--- src/rtl/decode_stage_if.sv ---
// Bus bundle for decode_stage: the fetch-side input handshake, the flush
// request and the decoded output bundle with its handshake.
//
// Handshake rule for both sides: a transfer happens on a rising clock edge
// where valid && ready are both 1. Once valid is raised, the sender holds
// valid and its payload unchanged until that transfer happens. ready may
// move freely and never depends combinationally on valid from the same side.
interface decode_stage_if #(
  parameter int XLEN = 32
);
  logic            flush;
  logic            in_valid;
  logic            in_ready;
  logic [31:0]     in_instr;
  logic [XLEN-1:0] in_pc;

  logic            out_valid;
  logic            out_ready;
  logic [XLEN-1:0] out_pc;
  logic [6:0]      opcode;
  logic [4:0]      rd;
  logic [2:0]      funct3;
  logic [4:0]      rs1;
  logic [4:0]      rs2;
  logic [6:0]      funct7;
  logic [XLEN-1:0] imm;
  logic            is_alu_op;
  logic            alu_src_imm;
  logic            is_branch;
  logic            is_load;
  logic            is_store;
  logic            is_jump;
  logic            is_lui;
  logic            is_auipc;
  logic            is_muldiv;
  logic            rd_we;
  logic            illegal;

  // Fetch / downstream side.
  modport master (
    output flush, in_valid, in_instr, in_pc, out_ready,
    input  in_ready, out_valid, out_pc, opcode, rd, funct3, rs1, rs2, funct7,
           imm, is_alu_op, alu_src_imm, is_branch, is_load, is_store, is_jump,
           is_lui, is_auipc, is_muldiv, rd_we, illegal
  );

  // Decode stage side.
  modport slave (
    input  flush, in_valid, in_instr, in_pc, out_ready,
    output in_ready, out_valid, out_pc, opcode, rd, funct3, rs1, rs2, funct7,
           imm, is_alu_op, alu_src_imm, is_branch, is_load, is_store, is_jump,
           is_lui, is_auipc, is_muldiv, rd_we, illegal
  );
endinterface

--- src/rtl/decode_stage.sv ---
// RV32I/RV64I decode stage (optional M extension) with a two-entry skid
// buffer: a main output register plus one skid register. Decode is purely
// combinational on the incoming word and captured when the word is accepted.
module decode_stage #(
  parameter int XLEN     = 32,
  parameter bit ENABLE_M = 1'b1
) (
  input logic          clk,
  input logic          rst,
  decode_stage_if.slave bus
);

  localparam logic [6:0] OPC_LUI      = 7'b0110111;
  localparam logic [6:0] OPC_AUIPC    = 7'b0010111;
  localparam logic [6:0] OPC_JAL      = 7'b1101111;
  localparam logic [6:0] OPC_JALR     = 7'b1100111;
  localparam logic [6:0] OPC_BRANCH   = 7'b1100011;
  localparam logic [6:0] OPC_LOAD     = 7'b0000011;
  localparam logic [6:0] OPC_STORE    = 7'b0100011;
  localparam logic [6:0] OPC_OP_IMM   = 7'b0010011;
  localparam logic [6:0] OPC_OP       = 7'b0110011;
  localparam logic [6:0] OPC_MISC_MEM = 7'b0001111;
  localparam logic [6:0] OPC_SYSTEM   = 7'b1110011;

  typedef struct packed {
    logic [XLEN-1:0] pc;
    logic [6:0]      opcode;
    logic [4:0]      rd;
    logic [2:0]      funct3;
    logic [4:0]      rs1;
    logic [4:0]      rs2;
    logic [6:0]      funct7;
    logic [XLEN-1:0] imm;
    logic            is_alu_op;
    logic            alu_src_imm;
    logic            is_branch;
    logic            is_load;
    logic            is_store;
    logic            is_jump;
    logic            is_lui;
    logic            is_auipc;
    logic            is_muldiv;
    logic            rd_we;
    logic            illegal;
  } bundle_t;

  logic [31:0] instr;
  bundle_t     dec;
  bundle_t     main_q;
  bundle_t     skid_q;
  logic        main_v;
  logic        skid_v;
  logic        accept;
  logic        consume;

  // Immediate candidates, sign bit instr[31] replicated up to XLEN.
  logic [XLEN-1:0] imm_i;
  logic [XLEN-1:0] imm_s;
  logic [XLEN-1:0] imm_b;
  logic [XLEN-1:0] imm_u;
  logic [XLEN-1:0] imm_j;

  // Legality sub-terms.
  logic known_opc;
  logic r_funct7_ok;
  logic bad_branch;
  logic bad_jalr;
  logic bad_op;
  logic is_illegal;
  logic writes_rd;

  assign instr = bus.in_instr;

  assign imm_i = {{(XLEN-11){instr[31]}}, instr[30:20]};
  assign imm_s = {{(XLEN-11){instr[31]}}, instr[30:25], instr[11:7]};
  assign imm_b = {{(XLEN-12){instr[31]}}, instr[7], instr[30:25], instr[11:8], 1'b0};
  assign imm_u = {{(XLEN-31){instr[31]}}, instr[30:12], 12'b0};
  assign imm_j = {{(XLEN-20){instr[31]}}, instr[19:12], instr[20], instr[30:21], 1'b0};

  // Classify the incoming word and flag encodings outside the supported map.
  always_comb begin
    known_opc   = 1'b0;
    r_funct7_ok = 1'b0;
    writes_rd   = 1'b0;
    case (instr[6:0])
      OPC_LUI, OPC_AUIPC, OPC_JAL, OPC_JALR, OPC_LOAD, OPC_OP_IMM, OPC_OP: begin
        known_opc = 1'b1;
        writes_rd = 1'b1;
      end
      OPC_BRANCH, OPC_STORE, OPC_MISC_MEM, OPC_SYSTEM: known_opc = 1'b1;
      default: known_opc = 1'b0;
    endcase

    case (instr[31:25])
      7'b0000000: r_funct7_ok = 1'b1;
      // Only SUB and SRA use the alternate funct7.
      7'b0100000: r_funct7_ok = (instr[14:12] == 3'b000) || (instr[14:12] == 3'b101);
      7'b0000001: r_funct7_ok = ENABLE_M;
      default:    r_funct7_ok = 1'b0;
    endcase

    bad_op     = (instr[6:0] == OPC_OP) && !r_funct7_ok;
    bad_branch = (instr[6:0] == OPC_BRANCH) &&
                 ((instr[14:12] == 3'b010) || (instr[14:12] == 3'b011));
    bad_jalr   = (instr[6:0] == OPC_JALR) && (instr[14:12] != 3'b000);
    // opcode compare covers instr[1:0] == 2'b11 as well.
    is_illegal = !known_opc || bad_op || bad_branch || bad_jalr;
  end

  // Build the decoded bundle; fields are raw slices, controls gated by legality.
  always_comb begin
    dec        = '0;
    dec.pc     = bus.in_pc;
    dec.opcode = instr[6:0];
    dec.rd     = instr[11:7];
    dec.funct3 = instr[14:12];
    dec.rs1    = instr[19:15];
    dec.rs2    = instr[24:20];
    dec.funct7 = instr[31:25];
    dec.illegal = is_illegal;
    if (!is_illegal) begin
      dec.is_alu_op   = (instr[6:0] == OPC_OP) || (instr[6:0] == OPC_OP_IMM);
      dec.alu_src_imm = (instr[6:0] == OPC_OP_IMM) || (instr[6:0] == OPC_LOAD) ||
                        (instr[6:0] == OPC_STORE)  || (instr[6:0] == OPC_JALR) ||
                        (instr[6:0] == OPC_LUI)    || (instr[6:0] == OPC_AUIPC);
      dec.is_branch   = (instr[6:0] == OPC_BRANCH);
      dec.is_load     = (instr[6:0] == OPC_LOAD);
      dec.is_store    = (instr[6:0] == OPC_STORE);
      dec.is_jump     = (instr[6:0] == OPC_JAL) || (instr[6:0] == OPC_JALR);
      dec.is_lui      = (instr[6:0] == OPC_LUI);
      dec.is_auipc    = (instr[6:0] == OPC_AUIPC);
      dec.is_muldiv   = (instr[6:0] == OPC_OP) && (instr[31:25] == 7'b0000001);
      dec.rd_we       = writes_rd && (instr[11:7] != 5'd0);
      case (instr[6:0])
        OPC_OP_IMM, OPC_LOAD, OPC_JALR: dec.imm = imm_i;
        OPC_STORE:                      dec.imm = imm_s;
        OPC_BRANCH:                     dec.imm = imm_b;
        OPC_LUI, OPC_AUIPC:             dec.imm = imm_u;
        OPC_JAL:                        dec.imm = imm_j;
        default:                        dec.imm = '0;
      endcase
    end
  end

  // Ready depends only on skid occupancy (and reset), never on out_ready.
  assign bus.in_ready = !rst && !skid_v;
  assign accept       = bus.in_valid && bus.in_ready;
  assign consume      = main_v && bus.out_ready;

  // Two-entry FIFO: new words go to main when it is free or draining, else skid.
  always_ff @(posedge clk) begin
    if (rst) begin
      main_v <= 1'b0;
      skid_v <= 1'b0;
      main_q <= '0;
      skid_q <= '0;
    end else if (bus.flush) begin
      main_v <= 1'b0;
      skid_v <= 1'b0;
      main_q <= '0;
      skid_q <= '0;
    end else if (consume) begin
      if (skid_v) begin
        // in_ready is low while skid is full, so no accept can coincide.
        main_q <= skid_q;
        skid_v <= 1'b0;
      end else if (accept) begin
        main_q <= dec;
      end else begin
        main_v <= 1'b0;
      end
    end else if (accept) begin
      if (!main_v) begin
        main_q <= dec;
        main_v <= 1'b1;
      end else begin
        skid_q <= dec;
        skid_v <= 1'b1;
      end
    end
  end

  assign bus.out_valid   = main_v;
  assign bus.out_pc      = main_q.pc;
  assign bus.opcode      = main_q.opcode;
  assign bus.rd          = main_q.rd;
  assign bus.funct3      = main_q.funct3;
  assign bus.rs1         = main_q.rs1;
  assign bus.rs2         = main_q.rs2;
  assign bus.funct7      = main_q.funct7;
  assign bus.imm         = main_q.imm;
  assign bus.is_alu_op   = main_q.is_alu_op;
  assign bus.alu_src_imm = main_q.alu_src_imm;
  assign bus.is_branch   = main_q.is_branch;
  assign bus.is_load     = main_q.is_load;
  assign bus.is_store    = main_q.is_store;
  assign bus.is_jump     = main_q.is_jump;
  assign bus.is_lui      = main_q.is_lui;
  assign bus.is_auipc    = main_q.is_auipc;
  assign bus.is_muldiv   = main_q.is_muldiv;
  assign bus.rd_we       = main_q.rd_we;
  assign bus.illegal     = main_q.illegal;

endmodule

--- src/flat_wrapper.sv ---
// flat-port wrapper written by rule: the top's interface ports become plain ports
module decode_stage_flat 
#(
  parameter int XLEN     = 32,
  parameter bit ENABLE_M = 1'b1
)
  (clk, rst, bus_flush, bus_in_valid, bus_in_instr, bus_in_pc, bus_out_ready, bus_in_ready, bus_out_valid, bus_out_pc, bus_opcode, bus_rd, bus_funct3, bus_rs1, bus_rs2, bus_funct7, bus_imm, bus_is_alu_op, bus_alu_src_imm, bus_is_branch, bus_is_load, bus_is_store, bus_is_jump, bus_is_lui, bus_is_auipc, bus_is_muldiv, bus_rd_we, bus_illegal);
  decode_stage_if #(.XLEN(XLEN)) bus_i ();
  input logic clk;
  input logic rst;
  input wire logic [$bits(bus_i.flush)-1:0] bus_flush;
  input wire logic [$bits(bus_i.in_valid)-1:0] bus_in_valid;
  input wire logic [$bits(bus_i.in_instr)-1:0] bus_in_instr;
  input wire logic [$bits(bus_i.in_pc)-1:0] bus_in_pc;
  input wire logic [$bits(bus_i.out_ready)-1:0] bus_out_ready;
  output wire logic [$bits(bus_i.in_ready)-1:0] bus_in_ready;
  output wire logic [$bits(bus_i.out_valid)-1:0] bus_out_valid;
  output wire logic [$bits(bus_i.out_pc)-1:0] bus_out_pc;
  output wire logic [$bits(bus_i.opcode)-1:0] bus_opcode;
  output wire logic [$bits(bus_i.rd)-1:0] bus_rd;
  output wire logic [$bits(bus_i.funct3)-1:0] bus_funct3;
  output wire logic [$bits(bus_i.rs1)-1:0] bus_rs1;
  output wire logic [$bits(bus_i.rs2)-1:0] bus_rs2;
  output wire logic [$bits(bus_i.funct7)-1:0] bus_funct7;
  output wire logic [$bits(bus_i.imm)-1:0] bus_imm;
  output wire logic [$bits(bus_i.is_alu_op)-1:0] bus_is_alu_op;
  output wire logic [$bits(bus_i.alu_src_imm)-1:0] bus_alu_src_imm;
  output wire logic [$bits(bus_i.is_branch)-1:0] bus_is_branch;
  output wire logic [$bits(bus_i.is_load)-1:0] bus_is_load;
  output wire logic [$bits(bus_i.is_store)-1:0] bus_is_store;
  output wire logic [$bits(bus_i.is_jump)-1:0] bus_is_jump;
  output wire logic [$bits(bus_i.is_lui)-1:0] bus_is_lui;
  output wire logic [$bits(bus_i.is_auipc)-1:0] bus_is_auipc;
  output wire logic [$bits(bus_i.is_muldiv)-1:0] bus_is_muldiv;
  output wire logic [$bits(bus_i.rd_we)-1:0] bus_rd_we;
  output wire logic [$bits(bus_i.illegal)-1:0] bus_illegal;
  assign bus_i.flush = bus_flush;
  assign bus_i.in_valid = bus_in_valid;
  assign bus_i.in_instr = bus_in_instr;
  assign bus_i.in_pc = bus_in_pc;
  assign bus_i.out_ready = bus_out_ready;
  assign bus_in_ready = bus_i.in_ready;
  assign bus_out_valid = bus_i.out_valid;
  assign bus_out_pc = bus_i.out_pc;
  assign bus_opcode = bus_i.opcode;
  assign bus_rd = bus_i.rd;
  assign bus_funct3 = bus_i.funct3;
  assign bus_rs1 = bus_i.rs1;
  assign bus_rs2 = bus_i.rs2;
  assign bus_funct7 = bus_i.funct7;
  assign bus_imm = bus_i.imm;
  assign bus_is_alu_op = bus_i.is_alu_op;
  assign bus_alu_src_imm = bus_i.alu_src_imm;
  assign bus_is_branch = bus_i.is_branch;
  assign bus_is_load = bus_i.is_load;
  assign bus_is_store = bus_i.is_store;
  assign bus_is_jump = bus_i.is_jump;
  assign bus_is_lui = bus_i.is_lui;
  assign bus_is_auipc = bus_i.is_auipc;
  assign bus_is_muldiv = bus_i.is_muldiv;
  assign bus_rd_we = bus_i.rd_we;
  assign bus_illegal = bus_i.illegal;
  decode_stage #(.XLEN(XLEN), .ENABLE_M(ENABLE_M)) u_core (.clk(clk), .rst(rst), .bus(bus_i));
endmodule
--- config.mk ---
export PLATFORM = sky130hd
export DESIGN_NAME = decode_stage_flat
export DESIGN_NICKNAME = d
export VERILOG_FILES = /design/src/rtl/decode_stage_if.sv /design/src/rtl/decode_stage.sv /design/src/flat_wrapper.sv
export SDC_FILE = /design/constraint.sdc
export NUM_CORES = 1
export LEC_CHECK = 0
export ABC_AREA = 1
export CAP_MARGIN = 40
export CORE_ASPECT_RATIO = 1.5
export CORE_UTILIZATION = 52
export CTS_CLUSTER_DIAMETER = 100
export DETAILED_ROUTE_END_ITERATION = 10
export PLACE_DENSITY = 0.77
export SLEW_MARGIN = 20
export SYNTH_ARGS = -nofsm -noshare
export SYNTH_HDL_FRONTEND = slang
export SYNTH_SLANG_ARGS = --single-unit
--- constraint.sdc ---
create_clock -name clk -period 2.2 [get_ports clk]
set_clock_uncertainty 0.1 [all_clocks]
set_input_delay 0.55 -clock clk [delete_from_list [all_inputs] [get_ports clk]]
set_output_delay 0.55 -clock clk [all_outputs]
set_load 0.01 [all_outputs]
==> flow_metrics.env <==
export IMPL_ys_seq_elements=216
export IMPL_arrival_ps=1500
export IMPL_avgSynthCellArea_um2=7.056
export IMPL_final_core_util=0.7206
export IMPL_ant_nets=0
export IMPL_maxSlewHeadroom=0.7189
export IMPL_status="finished, final reports clean"
export IMPL_vias_per_cell=5.751
export IMPL_cp_top_family="buffers and inverters"
export IMPL_nets=1611
export IMPL_die_w_um=112.5
export IMPL_rsz0062_at_grt="false"
export IMPL_syn_area_um2=9525
export IMPL_place_congestion=0.9199
export IMPL_cts_sinks=216
export IMPL_core_area_um2=17940
export IMPL_synth_seq_area_share=0.4540
export IMPL_diodes=0
export IMPL_drc=0
export IMPL_antenna_found_initial=0
export IMPL_syn_to_final_growth_pct=35.74
export IMPL_dp_hpwl_mm=20.31
export IMPL_synth_top_area_frac=0.4540
export IMPL_worst_path_stages=1
export IMPL_cts_hold_repair_buffers=0
export IMPL_drt_first_pass_iters=5
export IMPL_synth_area_leader_cell="dfxtp_1"
export IMPL_hold_viol=0
export IMPL_dieHeight_um=167.8
export IMPL_syn_nets=1419
export IMPL_cts_buffers=21
export IMPL_yosysUniqueCellTypes=28
export IMPL_static_leakage_power_uw=0.005473
export IMPL_hp_class="primary input to flop"
export IMPL_root_buffer="clkbuf_16"
export IMPL_syn_inst=1350
export IMPL_mostFrequentLayoutCells="nand2_1, dfxtp_1, o21ai_0"
export IMPL_htree_levels=1
export IMPL_cts_buffer_depth=3
export IMPL_finalSetupTns_ps=0
export IMPL_crit_path_max_incr_delay_ps=600
export IMPL_pin_count=178
export IMPL_fin_crit_sh=0.9778
export IMPL_path_clk_slew_ps=60
export IMPL_maxCapViolCount=0
export IMPL_peakVddDrop_mv=0.5408
export IMPL_r2r_cells=7
export IMPL_grt_pass1_vias=9633
export IMPL_worstPathRequired_ps=1550
export IMPL_worst_pin_slew_ps=421.6
export IMPL_rows=60
export IMPL_path_cells="clkdlybuf4s50_1"
export IMPL_startpoint_type="flop"
export IMPL_critPathMaxFanout=2
export IMPL_post_drt_wl_per_cell_um=16.76
export IMPL_dieArea_um2=18870
export IMPL_whs_path_depth=3
export IMPL_power_per_cell_area_nw_per_um2=660.6
export IMPL_cts_tree="done"
export IMPL_initial_core_util=0.5309
export IMPL_grt_max_degree=89
export IMPL_synthTopCellsByArea="dfxtp_1, o21ai_0, nand2_1"
export IMPL_layout_drive_gt1_share=0.1100
export IMPL_n_fill_cell=1479
export IMPL_crit_path_end_kind="primary output"
export IMPL_finalMaxSlewViolations=0
export IMPL_grt_pass1_wl_mm=47.78
export IMPL_setup_viol=0
export IMPL_min_period_ps=2151
export IMPL_grt_overflow_total=0
export IMPL_io_buffers=177
export IMPL_critical_path_class="flop to primary output"
export IMPL_final_common_cell="nand2_1"
export IMPL_finalPower_uw=8542
export IMPL_clock_latency_ps=500
export IMPL_grtUsageTotal=0.3105
export IMPL_fmax_ghz=0.4649
export IMPL_yosysWarningCount=0
export IMPL_cp_slowest_cell="clkdlybuf4s50_1"
export IMPL_routed_wl_mm=29.70
export IMPL_cp_buffers_inverters=1
export IMPL_vias=10191
export IMPL_drt_iter0_markers=930
[metal layers]
layer  global-route usage  part of all wire
met1               0.3530              0.39
met2               0.5663              0.50
met3              0.03330             0.057
met4               0.1652             0.050
met5                    0                 0
[cells in the mapped netlist, drive strengths merged]
library cell and instances:
o21ai 215, a21oi 141, nor3 5, dfxtp 216, nand2 286, and2 1, nor3b 1, inv 36
clkbuf 79, nor2 168, nand3b 1, a31oi 65, clkinv 1, buf 38, a22oi 1, xnor2 1
nand3 57, nand4 38
[state kept, by name, indices dropped and copies added, names as in the netlist, 3 cells and up]
register,count
u_core.skid_q,107
u_core.bus.out_pc,32
u_core.bus.funct7,7
u_core.bus.opcode,7
u_core.bus.funct3,3
u_core.bus.rs2,5
u_core.bus.rs1,5
u_core.bus.imm,32
u_core.bus.rd,5
[area by class of cell]
| type | count | area [um2] | share of cell area |
|---|---|---|---|
| multi-input cells | 980 | 4589 | 0.3549 |
| repair buffers | 286 | 2907 | 0.2248 |
| clock buffers | 30 | 609.3 | 0.04713 |
| inverters | 37 | 140.1 | 0.01084 |
| clock inverters | 6 | 87.58 | 0.006774 |
| flip-flops and latches | 216 | 4325 | 0.3345 |
| well taps | 217 | 271.5 | 0.02100 |
[worst paths after layout]
path                                           from                           endpoint  slack (ps)
setup / recovery     u_core.bus.rs1[0]$_SDFFE_PP0P_                         bus_rs1[0]          50
hold / removal                      bus_in_instr[2]     u_core.skid_q[70]$_SDFFE_PP0P_         320
setup reg to reg         u_core.skid_v$_SDFFE_PP0P_  u_core.bus.is_branch$_SDFFE_PP0P_         380
hold reg to reg   u_core.bus.is_muldiv$_SDFFE_PP0P_  u_core.bus.is_muldiv$_SDFFE_PP0P_         370
[report_power, final]
part           internal, uW  switching (uW)  leakage, uW  total [uW]
registers              3980            37.0      0.00175        4020
logic                   405             457      0.00338         863
clock network          2160            1500     0.000344        3660
total                  6550            2000      0.00547        8540
[repair_timing]
action	in CTS	in global routing
pin swaps	0	1
cloned	0	0
resized for setup	2	9
setup buffers	0	1
setup endpoints to repair	2	59
[stage by stage]
| step | area (um2) | hold WS [ps] | setup WS [ps] | cells |
|---|---|---|---|---|
| after global routing | 12930 | 330.2 | 8.894 | 1772 |
| final | 12930 | 316.2 | 48.87 | 1772 |
| after floorplan | 9525 | 355.5 | 234.0 | 1350 |
| after detailed placement | 12200 | 359.3 | -429.6 | 1735 |
| after global placement | 12200 | 350.5 | -370.2 | 1735 |
| after CTS | 12900 | 368.8 | 23.89 | 1771 |
[logic make-up (layout without fill, tap and decap cells)]
| family | after synthesis | in the layout | share of synthesized area |
|---|---|---|---|
| buffers and inverters | 154 | 359 | 0.06817 |
| AO/OA/AOI/OAI | 422 | 422 | 0.2320 |
| AND/OR/NAND/NOR | 557 | 557 | 0.2450 |
| flip-flops | 216 | 216 | 0.4540 |
| XOR/XNOR | 1 | 1 | 0.0009196 |
[worst min-delay path: stages]
cell            delay, ps
dlymetal6s2s_1        170
inv_1                  90
a21oi_1                60
Note: power is estimated with default switching activity, not from simulation.
